### src/rtl/icache_refill_engine_if.sv
// Bus bundle between the instruction-cache refill engine and its environment.
// Groups the miss handshake, memory request/response channels, array fill
// port and busy status. The refill engine uses the master modport; the cache
// and memory side (or a testbench) uses the slave modport.
//   miss_*    : miss request from the cache (valid/ready + address)
//   mem_req_* : single line read request to memory (valid/ready + address)
//   mem_rsp_* : 32-bit response beats, no backpressure, per-beat error flag
//   fill_*    : one-cycle write of a complete {valid, tag, data} line
//   busy      : engine not idle
interface icache_refill_engine_if #(
   parameter int unsigned NFU                     = 2,
   parameter int unsigned NCACHE_ENTRIES          = 256,
   parameter int unsigned PHYSICAL_ADDRESS_LENGTH = 56
) ();

   localparam int unsigned CACHEINDEX            = $clog2(NCACHE_ENTRIES);
   localparam int unsigned CACHELINEINDEX        = $clog2(NFU * 4);
   localparam int unsigned CACHELINESIZE         = NFU * 32;
   localparam int unsigned TAGSIZE               = PHYSICAL_ADDRESS_LENGTH - CACHEINDEX
                                                   - CACHELINEINDEX;
   localparam int unsigned CACHELINESIZE_PRESENT = CACHELINESIZE + 1 + TAGSIZE;

   logic                               miss_valid;
   logic                               miss_ready;
   logic [PHYSICAL_ADDRESS_LENGTH-1:0] miss_address;

   logic                               mem_req_valid;
   logic                               mem_req_ready;
   logic [PHYSICAL_ADDRESS_LENGTH-1:0] mem_req_address;

   logic                               mem_rsp_valid;
   logic [31:0]                        mem_rsp_data;
   logic                               mem_rsp_error;

   logic                               fill_we;
   logic [CACHEINDEX-1:0]              fill_index;
   logic [CACHELINESIZE_PRESENT-1:0]   fill_line;
   logic                               fill_done;
   logic                               fill_error;

   logic                               busy;

   modport master (
      input  miss_valid, miss_address,
      output miss_ready,
      output mem_req_valid, mem_req_address,
      input  mem_req_ready,
      input  mem_rsp_valid, mem_rsp_data, mem_rsp_error,
      output fill_we, fill_index, fill_line, fill_done, fill_error,
      output busy
   );

   modport slave (
      output miss_valid, miss_address,
      input  miss_ready,
      input  mem_req_valid, mem_req_address,
      output mem_req_ready,
      output mem_rsp_valid, mem_rsp_data, mem_rsp_error,
      input  fill_we, fill_index, fill_line, fill_done, fill_error,
      input  busy
   );

endinterface

### src/rtl/icache_refill_engine.sv
// Instruction-cache refill engine. Accepts one line miss at a time, issues a
// single line-aligned read to memory, gathers NFU 32-bit response beats and
// writes the complete {valid, tag, data} line into the cache array in one
// cycle. A line with any errored beat is written with valid=0 so the slot is
// invalidated rather than left holding stale contents.
// Ports:
//   clk  : clock, all state on the rising edge
//   rst  : asynchronous active-high reset, aborts any refill in flight
//   bus  : icache_refill_engine_if.master (miss, mem request/response, fill, busy)
// Optional feature macro: ICACHE_REFILL_TIMEOUT_EN
//   When defined, a cycle counter runs in REQ/COLLECT, cleared on the request
//   handshake and on every beat; reaching TIMEOUT_CYCLES idle cycles forces an
//   errored (valid=0) line write. When undefined the engine waits indefinitely.
module icache_refill_engine #(
   parameter int unsigned NFU                     = 2,
   parameter int unsigned NCACHE_ENTRIES          = 256,
   parameter int unsigned PHYSICAL_ADDRESS_LENGTH = 56,
   parameter int unsigned TIMEOUT_CYCLES          = 255
) (
   input logic                    clk,
   input logic                    rst,
   icache_refill_engine_if.master bus
);

   localparam int unsigned CACHEINDEX     = $clog2(NCACHE_ENTRIES);
   localparam int unsigned CACHELINEINDEX = $clog2(NFU * 4);
   localparam int unsigned CACHELINESIZE  = NFU * 32;
   localparam int unsigned TAGSIZE        = PHYSICAL_ADDRESS_LENGTH - CACHEINDEX
                                            - CACHELINEINDEX;
   // One spare bit so the beat counter never wraps within a line.
   localparam int unsigned CNTW           = $clog2(NFU) + 1;

   typedef enum logic [1:0] {StIdle, StReq, StCollect, StWrite} state_e;

   state_e                             state_q, state_d;
   logic [CACHEINDEX-1:0]              index_q, index_d;
   logic [TAGSIZE-1:0]                 tag_q, tag_d;
   logic [PHYSICAL_ADDRESS_LENGTH-1:0] addr_q, addr_d;
   logic [CACHELINESIZE-1:0]           data_q, data_d;
   logic [CNTW-1:0]                    cnt_q, cnt_d;
   logic                               err_q, err_d;

`ifdef ICACHE_REFILL_TIMEOUT_EN
   localparam int unsigned TW = $clog2(TIMEOUT_CYCLES + 1);
   logic [TW-1:0] timer_q, timer_d;
   logic          idle_cycle;
`else
   logic unused_timeout_cfg;
   assign unused_timeout_cfg = ^TIMEOUT_CYCLES;
`endif

   // Offset bits of the miss address are deliberately dropped.
   logic unused_offset;
   assign unused_offset = ^bus.miss_address[CACHELINEINDEX-1:0];

   always_comb begin
      state_d = state_q;
      index_d = index_q;
      tag_d   = tag_q;
      addr_d  = addr_q;
      data_d  = data_q;
      cnt_d   = cnt_q;
      err_d   = err_q;

      unique case (state_q)
         StIdle: begin
            if (bus.miss_valid) begin
               index_d = bus.miss_address[CACHELINEINDEX +: CACHEINDEX];
               tag_d   = bus.miss_address[PHYSICAL_ADDRESS_LENGTH-1 -: TAGSIZE];
               addr_d  = {bus.miss_address[PHYSICAL_ADDRESS_LENGTH-1:CACHELINEINDEX],
                          {CACHELINEINDEX{1'b0}}};
               data_d  = '0;
               cnt_d   = '0;
               err_d   = 1'b0;
               state_d = StReq;
            end
         end
         StReq: begin
            if (bus.mem_req_ready) begin
               state_d = StCollect;
            end
         end
         StCollect: begin
            if (bus.mem_rsp_valid) begin
               for (int k = 0; k < NFU; k++) begin
                  if (cnt_q == CNTW'(k)) begin
                     data_d[32*k +: 32] = bus.mem_rsp_data;
                  end
               end
               cnt_d = cnt_q + CNTW'(1);
               err_d = err_q | bus.mem_rsp_error;
               if (cnt_q == CNTW'(NFU - 1)) begin
                  state_d = StWrite;
               end
            end
         end
         StWrite: begin
            state_d = StIdle;
         end
         default: begin
            state_d = StIdle;
         end
      endcase

`ifdef ICACHE_REFILL_TIMEOUT_EN
      // A handshake or beat restarts the window; only waiting cycles count.
      idle_cycle = ((state_q == StReq) && !bus.mem_req_ready) ||
                   ((state_q == StCollect) && !bus.mem_rsp_valid);
      timer_d    = '0;
      if (idle_cycle) begin
         if (timer_q == TW'(TIMEOUT_CYCLES - 1)) begin
            state_d = StWrite;
            err_d   = 1'b1;
         end else begin
            timer_d = timer_q + TW'(1);
         end
      end
`endif
   end

   always_ff @(posedge clk or posedge rst) begin
      if (rst) begin
         state_q <= StIdle;
         index_q <= '0;
         tag_q   <= '0;
         addr_q  <= '0;
         data_q  <= '0;
         cnt_q   <= '0;
         err_q   <= 1'b0;
      end else begin
         state_q <= state_d;
         index_q <= index_d;
         tag_q   <= tag_d;
         addr_q  <= addr_d;
         data_q  <= data_d;
         cnt_q   <= cnt_d;
         err_q   <= err_d;
      end
   end

`ifdef ICACHE_REFILL_TIMEOUT_EN
   always_ff @(posedge clk or posedge rst) begin
      if (rst) begin
         timer_q <= '0;
      end else begin
         timer_q <= timer_d;
      end
   end
`endif

   assign bus.miss_ready      = (state_q == StIdle);
   assign bus.mem_req_valid   = (state_q == StReq);
   assign bus.mem_req_address = addr_q;
   assign bus.busy            = (state_q != StIdle);
   assign bus.fill_we         = (state_q == StWrite);
   assign bus.fill_done       = (state_q == StWrite);
   assign bus.fill_error      = (state_q == StWrite) && err_q;
   assign bus.fill_index      = index_q;
   // Line is driven only during the write so the array port idles at zero.
   assign bus.fill_line       = (state_q == StWrite) ? {~err_q, tag_q, data_q} : '0;

endmodule

### src/flat_wrapper.sv
// flat-port wrapper written by rule: the top's interface ports become plain ports
module icache_refill_engine_flat 
#(
   parameter int unsigned NFU                     = 2,
   parameter int unsigned NCACHE_ENTRIES          = 256,
   parameter int unsigned PHYSICAL_ADDRESS_LENGTH = 56,
   parameter int unsigned TIMEOUT_CYCLES          = 255
)
  (clk, rst, bus_miss_valid, bus_miss_address, bus_miss_ready, bus_mem_req_valid, bus_mem_req_address, bus_mem_req_ready, bus_mem_rsp_valid, bus_mem_rsp_data, bus_mem_rsp_error, bus_fill_we, bus_fill_index, bus_fill_line, bus_fill_done, bus_fill_error, bus_busy);
  icache_refill_engine_if #(.NFU(NFU), .NCACHE_ENTRIES(NCACHE_ENTRIES), .PHYSICAL_ADDRESS_LENGTH(PHYSICAL_ADDRESS_LENGTH)) bus_i ();
  input logic clk;
  input logic rst;
  input wire logic [$bits(bus_i.miss_valid)-1:0] bus_miss_valid;
  input wire logic [$bits(bus_i.miss_address)-1:0] bus_miss_address;
  output wire logic [$bits(bus_i.miss_ready)-1:0] bus_miss_ready;
  output wire logic [$bits(bus_i.mem_req_valid)-1:0] bus_mem_req_valid;
  output wire logic [$bits(bus_i.mem_req_address)-1:0] bus_mem_req_address;
  input wire logic [$bits(bus_i.mem_req_ready)-1:0] bus_mem_req_ready;
  input wire logic [$bits(bus_i.mem_rsp_valid)-1:0] bus_mem_rsp_valid;
  input wire logic [$bits(bus_i.mem_rsp_data)-1:0] bus_mem_rsp_data;
  input wire logic [$bits(bus_i.mem_rsp_error)-1:0] bus_mem_rsp_error;
  output wire logic [$bits(bus_i.fill_we)-1:0] bus_fill_we;
  output wire logic [$bits(bus_i.fill_index)-1:0] bus_fill_index;
  output wire logic [$bits(bus_i.fill_line)-1:0] bus_fill_line;
  output wire logic [$bits(bus_i.fill_done)-1:0] bus_fill_done;
  output wire logic [$bits(bus_i.fill_error)-1:0] bus_fill_error;
  output wire logic [$bits(bus_i.busy)-1:0] bus_busy;
  assign bus_i.miss_valid = bus_miss_valid;
  assign bus_i.miss_address = bus_miss_address;
  assign bus_miss_ready = bus_i.miss_ready;
  assign bus_mem_req_valid = bus_i.mem_req_valid;
  assign bus_mem_req_address = bus_i.mem_req_address;
  assign bus_i.mem_req_ready = bus_mem_req_ready;
  assign bus_i.mem_rsp_valid = bus_mem_rsp_valid;
  assign bus_i.mem_rsp_data = bus_mem_rsp_data;
  assign bus_i.mem_rsp_error = bus_mem_rsp_error;
  assign bus_fill_we = bus_i.fill_we;
  assign bus_fill_index = bus_i.fill_index;
  assign bus_fill_line = bus_i.fill_line;
  assign bus_fill_done = bus_i.fill_done;
  assign bus_fill_error = bus_i.fill_error;
  assign bus_busy = bus_i.busy;
  icache_refill_engine #(.NFU(NFU), .NCACHE_ENTRIES(NCACHE_ENTRIES), .PHYSICAL_ADDRESS_LENGTH(PHYSICAL_ADDRESS_LENGTH), .TIMEOUT_CYCLES(TIMEOUT_CYCLES)) u_core (.clk(clk), .rst(rst), .bus(bus_i));
endmodule
### config.mk
export PLATFORM = sky130hd
export DESIGN_NAME = icache_refill_engine_flat
export DESIGN_NICKNAME = d
export VERILOG_FILES = /design/src/rtl/icache_refill_engine_if.sv /design/src/rtl/icache_refill_engine.sv /design/src/flat_wrapper.sv
export SDC_FILE = /design/constraint.sdc
export NUM_CORES = 1
export LEC_CHECK = 0
export ABC_CLOCK_PERIOD_IN_PS = 6300
export CORE_ASPECT_RATIO = 0.5
export CORE_MARGIN = 2
export CORE_UTILIZATION = 42
export CTS_CLUSTER_SIZE = 25
export DETAILED_ROUTE_END_ITERATION = 8
export PLACE_DENSITY = 0.94
export SKIP_LAST_GASP = 1
export SLEW_MARGIN = 10
export SYNTH_ARGS = -nofsm -noshare
export SYNTH_HDL_FRONTEND = slang
export SYNTH_SLANG_ARGS = --single-unit
### constraint.sdc
create_clock -name clk -period 6.3 [get_ports clk]
set_input_delay 1.575 -clock clk [delete_from_list [all_inputs] [get_ports clk]]
set_output_delay 1.575 -clock clk [all_outputs]
set_load 0.01 [all_outputs]
---- After elaboration in Yosys (flattened, before gate mapping) ----
Index checks and enable logic that the tools add are counted.
Widths: inputs -> output; s select.
word-level totals
  register bits ........................... 175
  input bits .............................. 94
  output and inout bits ................... 180
  word-level logic and storage cells ...... 47
cells by class
  add/subtract/negate cells ............... 1
  eq/ne operators ......................... 9
  mux-type cells .......................... 17
  bitwise logic cells ..................... 2
  reductions and logical operators ........ 10
operator list
  kind                 number
  $mux 64              2
  $pmux 64 s2          1
  $mux 110             1
  $mux 32              2
  $mux 2               6
  $reduce_and 4->1     3
  $pmux 2 s4           1
  $ne 2x1->1 const B   3
  $eq 2x1->1 const B   2
  $eq 2x2->1 const B   2
  $logic_not 2->1      2
  $ne 2x2->1 const B   2
  $pmux 2 s2           1
  $reduce_bool 2->1    2
  $reduce_and 3->1     1
  $add 2x1->2 const B  1
  $mux 1               2
  $pmux 1 s2           1
  $reduce_and 2->1     1
  $logic_and 1x1->1    1
  $not 1->1            1
  $or 1x1->1           1

---- Longest topological paths before layout ----
Gate-level depths: netlist of the first run.
  depth in word-level cells ............... 4
  mapped depth ............................ 7
  mapped depth without buffers ............ 5

---- Worst setup path after synthesis of the first run ----
Ideal clock, no wire load.
  kind .................................... flip-flop to output port
  start point ............................. register u_core.state_q[1]
  end point ............................... output bus_fill_line[0]
  arrival ................................. 1.320 ns
  required time ........................... 4.725 ns
  path slack .............................. 3.405 ns
  stages on the path, launching flop included .. 5
  path buffers ............................ 2
  cell sequence ........................... dfrtp_1 -> ha_1 -> clkbuf_1 -> clkbuf_1 -> and2_1
on the way
  cells in the longest elaborated chain, start to end .. 2
RTL lines
  what                      line                         source
  start: declaration        icache_refill_engine.sv:35   state_e state_q, state_d;
  start signal: assignment  icache_refill_engine.sv:123  state_q <= StIdle;
  start signal: assignment  icache_refill_engine.sv:131  state_q <= state_d;
  $eq 2x2->1                --
  named net bus_fill_done   flat_wrapper.sv:25           output wire logic [$bits(bus_i.fill_done)-1:0] bus_fill_done;
  $mux 110                  icache_refill_engine.sv:160  assign bus.fill_line = (state_q == StWrite) ? {~err_q, tag_q, data_q} : '0;
  end: declaration          flat_wrapper.sv:24           output wire logic [$bits(bus_i.fill_line)-1:0] bus_fill_line;
The timed path passes the listed nets, and every way through them passes these cells.

---- Final worst setup path of the first run ----
  start point ............................. register u_core.state_q[1]
  end point ............................... output bus_fill_line[26]
on the way
  cells in the longest elaborated chain, start to end .. 2
RTL lines
  what        line
  $eq 2x2->1  icache_refill_engine.sv:160
  $mux 110    icache_refill_engine.sv:160
No other way between the ends.

==> impl_metrics.yaml, run 1 <==
outcome:
  outcome: "finished clean"
synthesis:
  synth_cell_type_count: 30
  avgSynthCellArea_um2: 12.66
  synth-simple-area-share_pct: 16.53
  synthAdderAreaFrac_pct: 1.715
  synth_sequential_area_ratio_pct: 52.32
  yosysWarningCount: 0
  synthCells: 461
  synth_top_area_share_pct: 52.32
  synth.top_cells.by_area: "dfrtp_1 (52%), mux2_2 (21%), and2_1 (15%)"
  synth_top_area_cell: "dfrtp_1"
  ys_seq_elements: 122
  synth_top_family_by_area: "multiplexers"
  muxShareOfSynthArea_pct: 23.33
  synth_xor_area_share_pct: 0
  synth_area_mm2: 0.005836
  synth_compound_area_share_pct: 1.372
setup_path:
  critPathRequiredTime_ns: 4.72
  critPathMaxFanout: 68
  r2r_slack_ns: 3.71
  rr_startpoint: "u_core.state_q[0]"
  startpoint_type: "flip-flop"
  criticalPathCategory: "reg2out"
  rr_endpoint: "u_core.data_q[32]"
  critPathArrivalTime_ns: 2.98
  cp-end-kind: "output port"
  r2r_cells: 5
clock_tree:
  cts.reportedPaths.clkPinSlew_ns: 0.05
  post_cts_buffers: 0
  cts_hold_buf: 0
  clock_path_buffers: 2
  root_buffer: "clkbuf_16"
  numCtsBuffers: 17
  htreeDepth: 4
  clock-sinks: 122
  cts_tree: "yes"
  clk-insertion-delay-late_ns: 0.41
  ctsResizeCount: 0
routing:
  drc: 0
  drt_wl_total_um: 15720
  ant_nets: 0
  vias: 4338
  drtIter0Drc: 195
  wire_per_inst_um: 17.08
  vias_per_cell: 4.715
  first_pass_iters: 6
sta:
  rsz0062_at_grt: "false"
  post-route-period-util_pct: 72.32
  final-hold-violation-count: 0
  post-route-min-period_ns: 4.556
  worst_hold_slack_ns: 0.4736
  tightest_slew_ns: 1.135
  setup_tns_ns: 0
  slew_headroom_pct: 24.30
  setup_violations: 0
  skew_ns: 0.008715
  drv_slew: 0
  layout_setup_ws_ns: 1.744
  clock.fmax_mhz: 219.5
hold_path:
  min_from: "u_core.data_q[11]"
  min_path_type: "reg2reg"
  hold_depth: 1
  worstHoldEndpoint: "u_core.data_q[11]"
floorplanning:
  start_util_pct: 43.07
  core.rowCount: 30
  die_area_mm2: 0.01491
  chipHeight_um: 87.35
  fp.dieW_um: 170.7
  core_mm2: 0.01355
  io_pins: 274
power:
  irDropWorstVdd_uv: 245.6
  combPwrFrac_pct: 46.8
  switching_share_pct: 32.57
  power_density_mw_per_mm2: 498.7
  power_switching_mw: 1.488
  power_frac_seq_pct: 31.1
  internal-power_mw: 3.081
  pwr-share-clk_pct: 22.1
  leakagePower_nw: 3.961
cells_and_area:
  final_layout_size_suffix_gt1_share_pct: 20.60
  fin_nets: 817
  antenna-diode-count: 0
  seq_area_mm2: 0.003053
  stdcell_area_mm2: 0.009161
  syn2layout_area_growth_pct: 56.99
  fillCellCount: 992
  multi_input_area_mm2: 0.002520
  final-instance-count-excl-fill: 920
grt:
  grt_max_degree: 69
  grt_pass1_wl_um: 24400
  grt_pass1_vias: 4788
  grtUsageTotal_pct: 21.36
  grt_overflow: 0
  antenna_found_initial: 0
job:
  max-cap-violations: 0
placement:
  placed_area_mm2: 0.008552
  port-buffer-count: 267
  dp_hpwl_um: 11060
  dp_slack_ns: 2.136
  place.gp.congestion: 0.7732
  dp.cells: 888
## Yosys cell counts (all sizes together)
cell    count
nand2       2
a21oi       3
and2      143
nor2        1
ha          8
o32ai       1
clkbuf     15
mux2      118
nand3b      1
nor2b       3
conb        1
buf        24
o21ai       1
dfrtp     122
and3        1
mux2i       2
o22ai       1
nand2b      1
a21boi      1
inv         7
a221o       2
nor3        1
nand3       1
a31oi       1
## power groups by stage
| stage | clock network (mW) | logic, mW | registers (mW) |
|---|---|---|---|
| floorplan | 0 | 1.17 | 1.43 |
| global placement | 0 | 2.09 | 1.40 |
| detailed placement | 0 | 2.15 | 1.42 |
| CTS | 1.02 | 2.17 | 1.42 |
| global route | 1.06 | 2.29 | 1.47 |
| finish | 1.01 | 2.14 | 1.42 |
## critical path, cell delays in order, from the launching register on
cell	delay (ns)
dfrtp_1	0.40
ha_2	0.88
buf_4	0.48
and2_1	0.24
clkdlybuf4s50_1	0.56
## layer usage
layer	GRT usage, %	wire (um)	vias up
met4	7.459	221	0
met1	24.56	6299	2173
li1	-	-	2021
met2	40.26	8611	126
met5	0	0	-
met3	4.044	584	18
## sequential cells by signal (all words and copies together) (netlist names)
| name | cells |
|---|---|
| u_core.err_q | 1 |
| u_core.data_q | 64 |
| u_core.tag_q | 45 |
| u_core.bus.fill_index | 7 |
| u_core.cnt_q | 2 |
| u_core.state_q | 2 |
| u_core.bus.mem_req_address | 1 |
## cells in the final DEF (no fill, tap or decap), types with 2 or more instances in the layout
cell type / Yosys / layout
ha_1: 8 / 7
nor2b_1: 3 / 3
a21oi_1: 2 / 2
a221o_1: 2 / 2
clkbuf_16: 0 / 17
conb_1: 1 / 3
mux2_1: 9 / 9
clkdlybuf4s50_1: 0 / 267
clkbuf_1: 15 / 2
and2_1: 143 / 143
bufinv_16: 0 / 4
mux2_2: 109 / 109
clkinvlp_4: 0 / 3
inv_1: 7 / 6
clkinv_2: 0 / 5
dfrtp_1: 122 / 122
buf_4: 13 / 5
## worst max-delay path by stage
| stage | start | end | slack [ns] | cells after the start |
|---|---|---|---|---|
| CTS | u_core.state_q[1] | bus_fill_line[26] | 1.71 | 4 |
| detailed placement | u_core.state_q[1] | bus_fill_line[26] | 2.14 | 4 |
| finish | u_core.state_q[1] | bus_fill_line[26] | 1.74 | 4 |
| global placement | u_core.state_q[1] | bus_fill_line[26] | 2.18 | 4 |
| floorplan | rst | u_core.bus.fill_index[0] | 1.48 | 1 |
| global route | u_core.state_q[1] | bus_fill_line[26] | 1.53 | 4 |
## final cells by class
cell class / instances / share of cell area [%]
sequential: 122 / 33.32
clock buffer: 19 / 4.725
inverter: 7 / 0.3141
clock inverter: 13 / 1.926
multi-input combinational: 295 / 27.51
tap: 192 / 2.622
timing repair buffer: 272 / 29.58
## stage by stage
| step | utilization (%) | total power, mW |
|---|---|---|
| 6_report | 67.61 | 4.568 |
| 5_1_grt | 67.61 | 4.819 |
| 4_1_cts | 67.61 | 4.609 |
| 3_5_place_dp | 63.11 | 3.575 |
| 3_3_place_gp | 63.11 | 3.488 |
| 2_1_floorplan | - | 2.600 |
## cells by family after synthesis
kind of cell               Yosys count
other                                1
muxes                              120
AOI/OAI and AO/OA                   10
DFF                                122
and+or+nand+nor                    154
buffers and inverters               46
adders and majority gates            8
Power figures use the tool's default switching activity.
==> run 2, diff against run 1 <==
ABC_CLOCK_PERIOD_IN_PS = 3800   (was 6300)
CORE_UTILIZATION = 38   (was 42)
PLACE_DENSITY = 0.9   (was 0.94)
clock period = 3.8 ns   (was 6.3 ns; I/O delays follow)
==> run 2 against run 1 <==
Non-clock buffer count increased by 2. Wire length shrank 2.6%. Setup slack got worse by 1.1 ns. Clock skew up 0.0024 ns. Combinational power is 66% higher. Largest cell class unchanged.
==> impl_metrics.yaml, run 2 (synthesis gave the netlist of run 1 again) <==
sta:
  slew_headroom_pct: 35.20
  post-route-min-period_ns: 3.123
  tightest_slew_ns: 0.9721
  post-route-period-util_pct: 82.19
  skew_ns: 0.01111
  drv_slew: 0
  setup_violations: 0
  rsz0062_at_grt: "false"
  setup_tns_ns: 0
  final-hold-violation-count: 0
  clock.fmax_mhz: 320.2
cells_and_area:
  largest_reg_flops: 64
  most-common-layout-cells: "clkdlybuf4s50_1 (267), and2_1 (143), dfrtp_1 (122)"
  syn2layout_area_growth_pct: 58.62
  final_util_pct: 62.80
  regMostFlops: "u_core.data_q"
  fin_nets: 819
  antenna-diode-count: 0
  final_common_cell: "clkdlybuf4s50_1"
  final_layout_size_suffix_gt1_share_pct: 21.10
  fillCellCount: 1154
floorplanning:
  core.rowCount: 31
  die_area_mm2: 0.01642
  fp.dieW_um: 179.3
  chipHeight_um: 91.63
  start_util_pct: 39.59
  core_mm2: 0.01474
  io_pins: 274
setup_path:
  slowest_delay_ns: 0.55
  critPathMaxFanout: 64
  path_cells: "ha_2 -> buf_4 -> and2_1 -> clkdlybuf4s50_1"
  startpoint_type: "flip-flop"
  criticalPathCategory: "reg2out"
  critPathSlowestCell: "clkdlybuf4s50_1"
  critPathArrivalTime_ns: 2.17
  cp-end-kind: "output port"
  critPathRequiredTime_ns: 2.85
routing:
  drc: 0
  drtIter0Drc: 145
  drt_wl_total_um: 15310
  ant_nets: 0
  vias_per_cell: 4.654
  first_pass_iters: 4
  vias: 4319
  wire_per_inst_um: 16.50
power:
  leakagePower_nw: 3.990
  irDropWorstVdd_uv: 367.5
  power_density_mw_per_mm2: 823.2
clock_tree:
  cts.reportedPaths.clkPinSlew_ns: 0.05
  clock-sinks: 122
  clk-insertion-delay-late_ns: 0.39
  numCtsBuffers: 17
  htreeDepth: 4
  cts_tree: "yes"
  post_cts_buffers: 0
  root_buffer: "clkbuf_16"
  ctsResizeCount: 0
  cts_hold_buf: 0
  clock_path_buffers: 2
grt:
  antenna_found_initial: 0
  grt_pass1_vias: 4757
  grt_max_degree: 65
  grt_pass1_wl_um: 24270
  grtUsageTotal_pct: 18.88
  grt_overflow: 0
outcome:
  outcome: "finished clean"
placement:
  dp_hpwl_um: 11360
  port-buffer-count: 267
  place.gp.congestion: 0.7698
job:
  max-cap-violations: 0
hold_path:
  min_path_type: "reg2reg"
## run 2: cell count changes in the layout (fill, tap and decap cells not counted), sizes merged
cell,before,now
clkinv,6,3
buf,5,7
clkinvlp,3,5
inv,7,8
## run 2: metrics by stage
| stage | worst slack [ns] | instance area (um2) | hold slack (ns) | total power, mW | cells |
|---|---|---|---|---|---|
| floorplan | 1.353 | 5847 | 0.4489 | 4.311 | 463 |
| global placement | 0.8572 | 8613 | 0.4602 | 5.810 | 896 |
| detailed placement | 0.8270 | 8613 | 0.4718 | 5.945 | 896 |
| CTS | 0.6307 | 9256 | 0.4876 | 7.715 | 928 |
| global route | 0.5212 | 9256 | 0.5019 | 8.068 | 928 |
| finish | 0.6767 | 9256 | 0.4806 | 7.620 | 928 |
## run 2: final timing paths
kind / start / to / slack [ns] / cells past startpoint
min in group asynchronous: rst / u_core.tag_q[14] / 1.06 / 2
setup / recovery: u_core.state_q[1] / bus_fill_line[71] / 0.68 / 4
hold / removal: u_core.data_q[11] / u_core.data_q[11] / 0.48 / 1
max in group asynchronous: rst / u_core.data_q[0] / 2.02 / 3
setup reg to reg: u_core.state_q[0] / u_core.data_q[20] / 1.42 / 6
hold reg to reg: u_core.data_q[11] / u_core.data_q[11] / 0.48 / 1
## run 2: layout make-up
| class | count | area, um2 | share of cell area (%) |
|---|---|---|---|
| clock buffers | 19 | 452.9 | 4.893 |
| clock inverters | 13 | 190.2 | 2.055 |
| inverters | 7 | 30.03 | 0.3244 |
| multi-input cells | 295 | 2520 | 27.22 |
| flip-flops and latches | 122 | 3053 | 32.98 |
| well taps | 198 | 247.7 | 2.676 |
| repair buffers | 274 | 2763 | 29.85 |
## run 2: per-layer routing
layer | global-route usage (%) | share of wire [%] | vias to the layer above
li1 | - | - | 2023
met3 | 3.275 | 3.1 | 21
met4 | 5.309 | 1.7 | 0
met5 | 0 | 0 | -
met1 | 21.71 | 40 | 2176
met2 | 35.82 | 55 | 99
## run 2: where the power goes
part | total (mW) | internal (mW) | leakage, nW | switching [mW]
combinational | 3.55 | 2.10 | 2.15 | 1.45
sequential | 2.34 | 1.94 | 1.54 | 0.395
clock | 1.73 | 1.14 | 0.302 | 0.595
total | 7.62 | 5.18 | 3.99 | 2.44
## run 2: worst max-delay path: cells and delay by family (launching register included)
family | cells | cell delay (ns)
flip-flops | 1 | 0.41
buffers and inverters | 2 | 0.95
adder cells (fa/ha/maj) | 1 | 0.21
AND/OR/NAND/NOR | 1 | 0.20
